==> src/rtl/de1_io_pkg.sv <==
// de1_io_pkg
//   Shared sizing constants for the DE1 input conditioner and a ceiling-log2
//   helper used to confirm that the debounce counter is wide enough.
//   No ports (package).
package de1_io_pkg;

    localparam int N_SW                    = 8;
    localparam int N_KEY                   = 4;
    localparam int DEBOUNCE_CYCLES_DEFAULT = 50000;   // 1 ms at 50 MHz
    localparam int CNT_W                   = 20;

    // Smallest r with 2**r >= value (0 for value <= 1).
    function automatic int clog2(input int unsigned value);
        int r;
        r = 0;
        while ((64'd1 << r) < 64'(value)) begin
            r = r + 1;
        end
        return r;
    endfunction

endpackage

==> src/rtl/debounce_bit.sv <==
// debounce_bit
//   One conditioned input channel: two-flop synchroniser, optional inversion,
//   debounce counter, accepted (stable) level and a registered one-cycle
//   transition pulse that is high in the same cycle the new stable value is
//   first visible.
// Ports
//   clk     in   system clock
//   rst     in   asynchronous active-high reset
//   raw     in   raw pin, asynchronous to clk
//   stable  out  debounced level (internal sense, after optional inversion)
//   pulse   out  one-cycle strobe on acceptance (rising only if RISE_ONLY)
module debounce_bit
    import de1_io_pkg::*;
#(
    parameter int   CYCLES     = DEBOUNCE_CYCLES_DEFAULT,
    parameter int   WIDTH      = CNT_W,
    parameter logic SYNC_RESET = 1'b0,   // synchroniser reset value (raw sense)
    parameter logic INVERT     = 1'b0,   // 1 for active-low pins
    parameter logic RISE_ONLY  = 1'b0    // 1: pulse only on 0->1 acceptance
) (
    input  logic clk,
    input  logic rst,
    input  logic raw,
    output logic stable,
    output logic pulse
);

    localparam logic [WIDTH-1:0] LAST = WIDTH'(CYCLES - 1);

    logic             s1;
    logic             s2;
    logic             level;
    logic [WIDTH-1:0] cnt;

    always_ff @(posedge clk or posedge rst) begin
        if (rst) begin
            s1 <= SYNC_RESET;
            s2 <= SYNC_RESET;
        end else begin
            s1 <= raw;
            s2 <= s1;
        end
    end

    assign level = s2 ^ INVERT;

    // Any sample equal to the accepted level restarts the count, so only an
    // unbroken run of CYCLES differing samples is accepted.
    always_ff @(posedge clk or posedge rst) begin
        if (rst) begin
            stable <= 1'b0;
            cnt    <= '0;
            pulse  <= 1'b0;
        end else begin
            pulse <= 1'b0;
            if (level == stable) begin
                cnt <= '0;
            end else if (cnt == LAST) begin
                stable <= level;
                cnt    <= '0;
                pulse  <= RISE_ONLY ? level : 1'b1;
            end else begin
                cnt <= cnt + 1'b1;
            end
        end
    end

endmodule

==> src/rtl/de1_input_conditioner.sv <==
// de1_input_conditioner
//   Conditions DE1 slide switches and active-low pushbuttons: each pin gets a
//   synchroniser and debouncer; keys additionally produce sticky pending
//   flags and a maskable level interrupt with per-key acknowledge.
// Ports
//   clk_clk          in   system clock
//   reset_reset      in   asynchronous active-high reset
//   sw_raw           in   raw slide switches
//   key_raw_n        in   raw pushbuttons, active-low
//   key_irq_mask     in   1 routes the key's pending flag onto key_irq
//   key_ack          in   one-cycle pulse clearing the matching pending flag
//   sw_stable        out  debounced switch levels (switch PIO)
//   sw_change_pulse  out  one cycle high when the sw_stable bit toggles
//   key_pressed      out  debounced key state, 1 = held
//   key_press_pulse  out  one cycle high on a debounced press
//   key_pending      out  sticky press flags
//   key_irq          out  OR over (key_pending & key_irq_mask), registered
module de1_input_conditioner #(
    parameter int N_SW            = de1_io_pkg::N_SW,
    parameter int N_KEY           = de1_io_pkg::N_KEY,
    parameter int DEBOUNCE_CYCLES = de1_io_pkg::DEBOUNCE_CYCLES_DEFAULT,
    parameter int CNT_W           = de1_io_pkg::CNT_W
) (
    input  logic             clk_clk,
    input  logic             reset_reset,
    input  logic [N_SW-1:0]  sw_raw,
    input  logic [N_KEY-1:0] key_raw_n,
    input  logic [N_KEY-1:0] key_irq_mask,
    input  logic [N_KEY-1:0] key_ack,
    output logic [N_SW-1:0]  sw_stable,
    output logic [N_SW-1:0]  sw_change_pulse,
    output logic [N_KEY-1:0] key_pressed,
    output logic [N_KEY-1:0] key_press_pulse,
    output logic [N_KEY-1:0] key_pending,
    output logic             key_irq
);

    if (DEBOUNCE_CYCLES < 1 || DEBOUNCE_CYCLES > (1 << 20) - 1) begin : g_bad_cycles
        $error("DEBOUNCE_CYCLES out of range 1..2^20-1");
    end
    if (CNT_W < de1_io_pkg::clog2(DEBOUNCE_CYCLES + 1)) begin : g_bad_cnt_w
        $error("CNT_W too narrow for DEBOUNCE_CYCLES");
    end

    for (genvar i = 0; i < N_SW; i++) begin : g_sw
        debounce_bit #(
            .CYCLES    (DEBOUNCE_CYCLES),
            .WIDTH     (CNT_W),
            .SYNC_RESET(1'b0),
            .INVERT    (1'b0),
            .RISE_ONLY (1'b0)
        ) u_db (
            .clk   (clk_clk),
            .rst   (reset_reset),
            .raw   (sw_raw[i]),
            .stable(sw_stable[i]),
            .pulse (sw_change_pulse[i])
        );
    end

    // Key synchronisers reset to the released (high) pin level so reset
    // never looks like a press.
    for (genvar k = 0; k < N_KEY; k++) begin : g_key
        debounce_bit #(
            .CYCLES    (DEBOUNCE_CYCLES),
            .WIDTH     (CNT_W),
            .SYNC_RESET(1'b1),
            .INVERT    (1'b1),
            .RISE_ONLY (1'b1)
        ) u_db (
            .clk   (clk_clk),
            .rst   (reset_reset),
            .raw   (key_raw_n[k]),
            .stable(key_pressed[k]),
            .pulse (key_press_pulse[k])
        );
    end

    // The press strobe wins over a coincident ack so no press is lost.
    logic [N_KEY-1:0] pending_next;

    always_comb begin
        pending_next = (key_pending & ~key_ack) | key_press_pulse;
    end

    always_ff @(posedge clk_clk or posedge reset_reset) begin
        if (reset_reset) begin
            key_pending <= '0;
            key_irq     <= 1'b0;
        end else begin
            key_pending <= pending_next;
            key_irq     <= |(pending_next & key_irq_mask);
        end
    end

endmodule

==> config.mk <==
export PLATFORM = sky130hd
export DESIGN_NAME = de1_input_conditioner
export DESIGN_NICKNAME = d
export VERILOG_FILES = /design/src/rtl/de1_io_pkg.sv /design/src/rtl/debounce_bit.sv /design/src/rtl/de1_input_conditioner.sv
export SDC_FILE = /design/constraint.sdc
export NUM_CORES = 1
export LEC_CHECK = 0
export ABC_AREA = 1
export CAP_MARGIN = 30
export CORE_ASPECT_RATIO = 1.1
export CORE_MARGIN = 8
export CORE_UTILIZATION = 45
export DETAILED_ROUTE_END_ITERATION = 10
export SKIP_LAST_GASP = 1
export SLEW_MARGIN = 20
export SYNTH_ARGS = -nofsm -noshare
export SYNTH_HDL_FRONTEND = slang
export SYNTH_SLANG_ARGS = --single-unit
export TNS_END_PERCENT = 20
==> constraint.sdc <==
create_clock -name clk_clk -period 22.2 [get_ports clk_clk]
set_input_delay 2.22 -clock clk_clk [delete_from_list [all_inputs] [get_ports clk_clk]]
set_output_delay 2.22 -clock clk_clk [all_outputs]
set_load 0.01 [all_outputs]
==> summary.txt <==
Final layout
  • Most frequent cells in the layout: 539 x nor2_1, 471 x nand2_1, 285 x dfrtp_1
  • Final #Nets: ~2200
  • Final instance area: around 0.018 mm2
  • Most common cell after layout, fill and taps aside: nor2_1
  • ANT cells: 0
  • Layout cells sized above 1: 0.1070
  • Area grow syn2layout: 13.24%
  • Non-filler instance count after layout: roughly 2700

Worst hold path
  • Hold path cells: 0
  • Hold crit path type: register to register

Global routing
  • Aggregate global routing overflow: 0
  • Vias in the first global route: roughly 13000
  • Global-route wire length before repair: ~60000 um
  • Tot GR Track Use: 0.1639
  • Initial antenna violation count: 0
  • Largest net degree at the start of global routing: 160

Detailed routing
  • TritonRoute pass-1 iters: 5
  • Drc violations: 0
  • Routed WL: approximately 33000 um
  • Via count: roughly 13000
  • Iter 0 DRT Violations: roughly 790
  • WL per Instance: around 12 um
  • Vias per cell: roughly 4.8
  • Routed Antenna Nets: 0

Pwr
  • Logic pwr share: 0.032
  • Worst IR drop on VDD: a little over 50 uV
  • Switching power of the nets: 0.2486 mW
  • Sequential power share: 0.476
  • Net Sw Frac: 0.2152
  • Pleak: approximately 8 nW
  • Internal cell power: approximately 0.91 mW
  • Clk pwr share: 0.492
  • PwrDens: ~63 mW/mm2

Setup path
  • CP max stage cell: clkdlybuf4s50_1
  • Reg2reg start: g_key[0].u_db.cnt[0]$_DFF_PP0_
  • Crit Reg-Reg Endpoint: g_key[0].u_db.cnt[9]$_DFF_PP0_
  • CP peak stage delay: 0.58 ns
  • CP Class: register to output port
  • Worst EP arrival: around 1.5 ns
  • Buf+Inv Stages, Crit Path: 1
  • CP Cell Sequence: clkdlybuf4s50_1
  • Worst EP required: 19.98 ns
  • Worst setup path startpoint: g_key[3].u_db.stable$_DFFE_PP0P_
  • WP depth: 1
  • Crit end category: output port
  • Crit path max-delay family: buffers and inverters
  • Slack of the worst reg-to-reg path: 20.58 ns
  • R2r worst-path depth: 6
  • Worst Path Max Fanout: 4
  • Worst Setup EP: key_pressed[3]
  • Crit start category: register

Synthesis
  • EDFF count, synth: 0
  • Area leader, netlist: dfrtp_1
  • Synth cell types: 30
  • Mapped Cells: ~2100
  • Yosys warns: 0
  • Asr flop ratio synth: 1.000
  • Syn Area/Cell: 7.579 um2
  • Netlist Area Pre-Place: between 0.015 and 0.02 mm2
  • Sequential fraction of the synthesis area: 0.4550
  • Ys flop type: dfrtp_1
  • Flops & latches, synth: between 200 and 300
  • Top post-synthesis cells by area: dfrtp_1 44%, nor2_1 13%, nand2_1 11%, nand3_1 5.1%, xor2_1 5.0%
  • Yosys top cell area share: 0.4420
  • Syn nets: ~2200

Clocking
  • Hold_buf cts: 0
  • CTS resizes: 0
  • CTS tree: built
  • H-tree Lvls: 2
  • Clk root buf: clkbuf_16
  • Worst-skew pair later-pin latency: roughly 0.52 ns
  • CTS Sinks: 293
  • Clock-pin slew of the registers on the worst-case setup and hold paths: ~0.06 ns
  • Post-CTS Setup Bufs: 0
  • Clk buf depth: 3
  • CTS buffer count: 34

Run status
  • Status: finished clean

Floorplanning
  • Core area: between 0.03 and 0.04 mm2
  • FP Rows: ~70
  • Starting density of the core: 0.4581
  • I/O Pins: 51
  • Die area: around 0.042 mm2
  • DIE WIDTH: approximately 200 um
  • Die Y: roughly 210 um

STA
  • Sum Neg Setup Slack: 0 ns
  • Final Setup Violations: 0
  • Max-Slew Margin vs Limit: 0.4067
  • RSZ-0062 raised after global routing: no
  • Actual slew at the worst max-slew pin: between 0.8 and 0.9 ns
  • Fmax: approximately 0.27 GHz
  • Final Cycle Share: 0.1682
  • Final Slew Violations: 0
  • Worst Skew: around 0.018 ns
  • Final Critical Period: ~3.7 ns
  • Final Hold Vio Count: 0

Placed design
  • Final GP Congestion: between 0.8 and 0.9
  • Port Buffers: 50
  • DP Cell Count: 2636
  • HPWL Detailed: around 24000 um
  • Placed inst area: about 0.017 mm2

Run
  • Max-Cap Viols: 0
worst min-delay path by stage:
stage / from / slack (ns) / to
3_3_place_gp: g_sw[0].u_db.s1$_DFF_PP0_ / 0.33 / g_sw[0].u_db.level$_DFF_PP0_
5_1_grt: g_sw[3].u_db.s1$_DFF_PP0_ / 0.35 / g_sw[3].u_db.level$_DFF_PP0_
6_report: g_sw[4].u_db.s1$_DFF_PP0_ / 0.35 / g_sw[4].u_db.level$_DFF_PP0_
2_1_floorplan: g_sw[0].u_db.s1$_DFF_PP0_ / 0.33 / g_sw[0].u_db.level$_DFF_PP0_
3_5_place_dp: g_sw[0].u_db.s1$_DFF_PP0_ / 0.33 / g_sw[0].u_db.level$_DFF_PP0_
4_1_cts: g_sw[0].u_db.s1$_DFF_PP0_ / 0.35 / g_sw[0].u_db.level$_DFF_PP0_
synth_stat cells, drive strengths merged, types with 8 or more instances:
cell,instances
nor3,29
dfrtp,285
clkbuf,8
o21ai,34
ha,12
xor2,93
nand4,12
nor2,616
inv,212
dfstp,8
nand3,180
buf,25
nand2,523
xnor2,35
o21bai,31
nor3b,11
final cells by class:
type | instances | area (um2)
Sequential cell | 293 | 7342
Multi-Input combinational cell | 1591 | 7782
Clock inverter | 9 | 151.4
Timing Repair Buffer | 60 | 608.1
Fill cell | 3447 | 16950
Clock buffer | 50 | 982.2
Tap cell | 481 | 601.8
Inverter | 212 | 803.3
routing by layer:
metal,share of wire,GRT usage,vias up
met5,0,0,-
li1,-,-,6711
met1,0.48,0.2174,5978
met2,0.45,0.2688,175
met4,0.020,0.05032,0
met3,0.042,0.02951,52
metrics by stage:
stage	total power, mW	hold slack [ns]	utilization	worst slack, ns
floorplan	0.5819	0.3312	-	11.90
global placement	0.5961	0.3316	0.4858	17.86
detailed placement	0.5970	0.3347	0.4858	17.85
CTS	1.179	0.3453	0.5179	18.40
global route	1.205	0.3531	0.5187	18.39
finish	1.155	0.3468	0.5187	18.47
logic make-up after synthesis:
| family | after synthesis | synth area share |
|---|---|---|
| DFF | 293 | 0.4550 |
| and+or+nand+nor | 1383 | 0.3760 |
| AOI/OAI and AO/OA | 68 | 0.02613 |
| adders and majority gates | 12 | 0.009305 |
| xor gates and xnor gates | 128 | 0.07087 |
| buffers and inverters | 245 | 0.06265 |
flip-flops by register name, indices dropped and copies added (netlist names):
signal and cells:
g_sw.u_db.pulse 8, g_key.u_db.cnt 80, g_key.u_db.s1 4, g_sw.u_db.level 8
g_sw.u_db.cnt 160, g_key.u_db.s2 4, g_sw.u_db.s1 8, key_pending 4
g_sw.u_db.stable 8, key_irq 1, g_key.u_db.pulse 4, g_key.u_db.stable 4
power groups by stage:
| stage | logic, mW | clock network, mW | registers [mW] |
|---|---|---|---|
| finish | 0.0370 | 0.569 | 0.549 |
| global route | 0.0437 | 0.611 | 0.550 |
| CTS | 0.0380 | 0.592 | 0.549 |
| detailed placement | 0.0380 | 0 | 0.559 |
| global placement | 0.0374 | 0 | 0.559 |
| floorplan | 0.0243 | 0 | 0.558 |
Note: power is estimated with default switching activity, not from simulation.
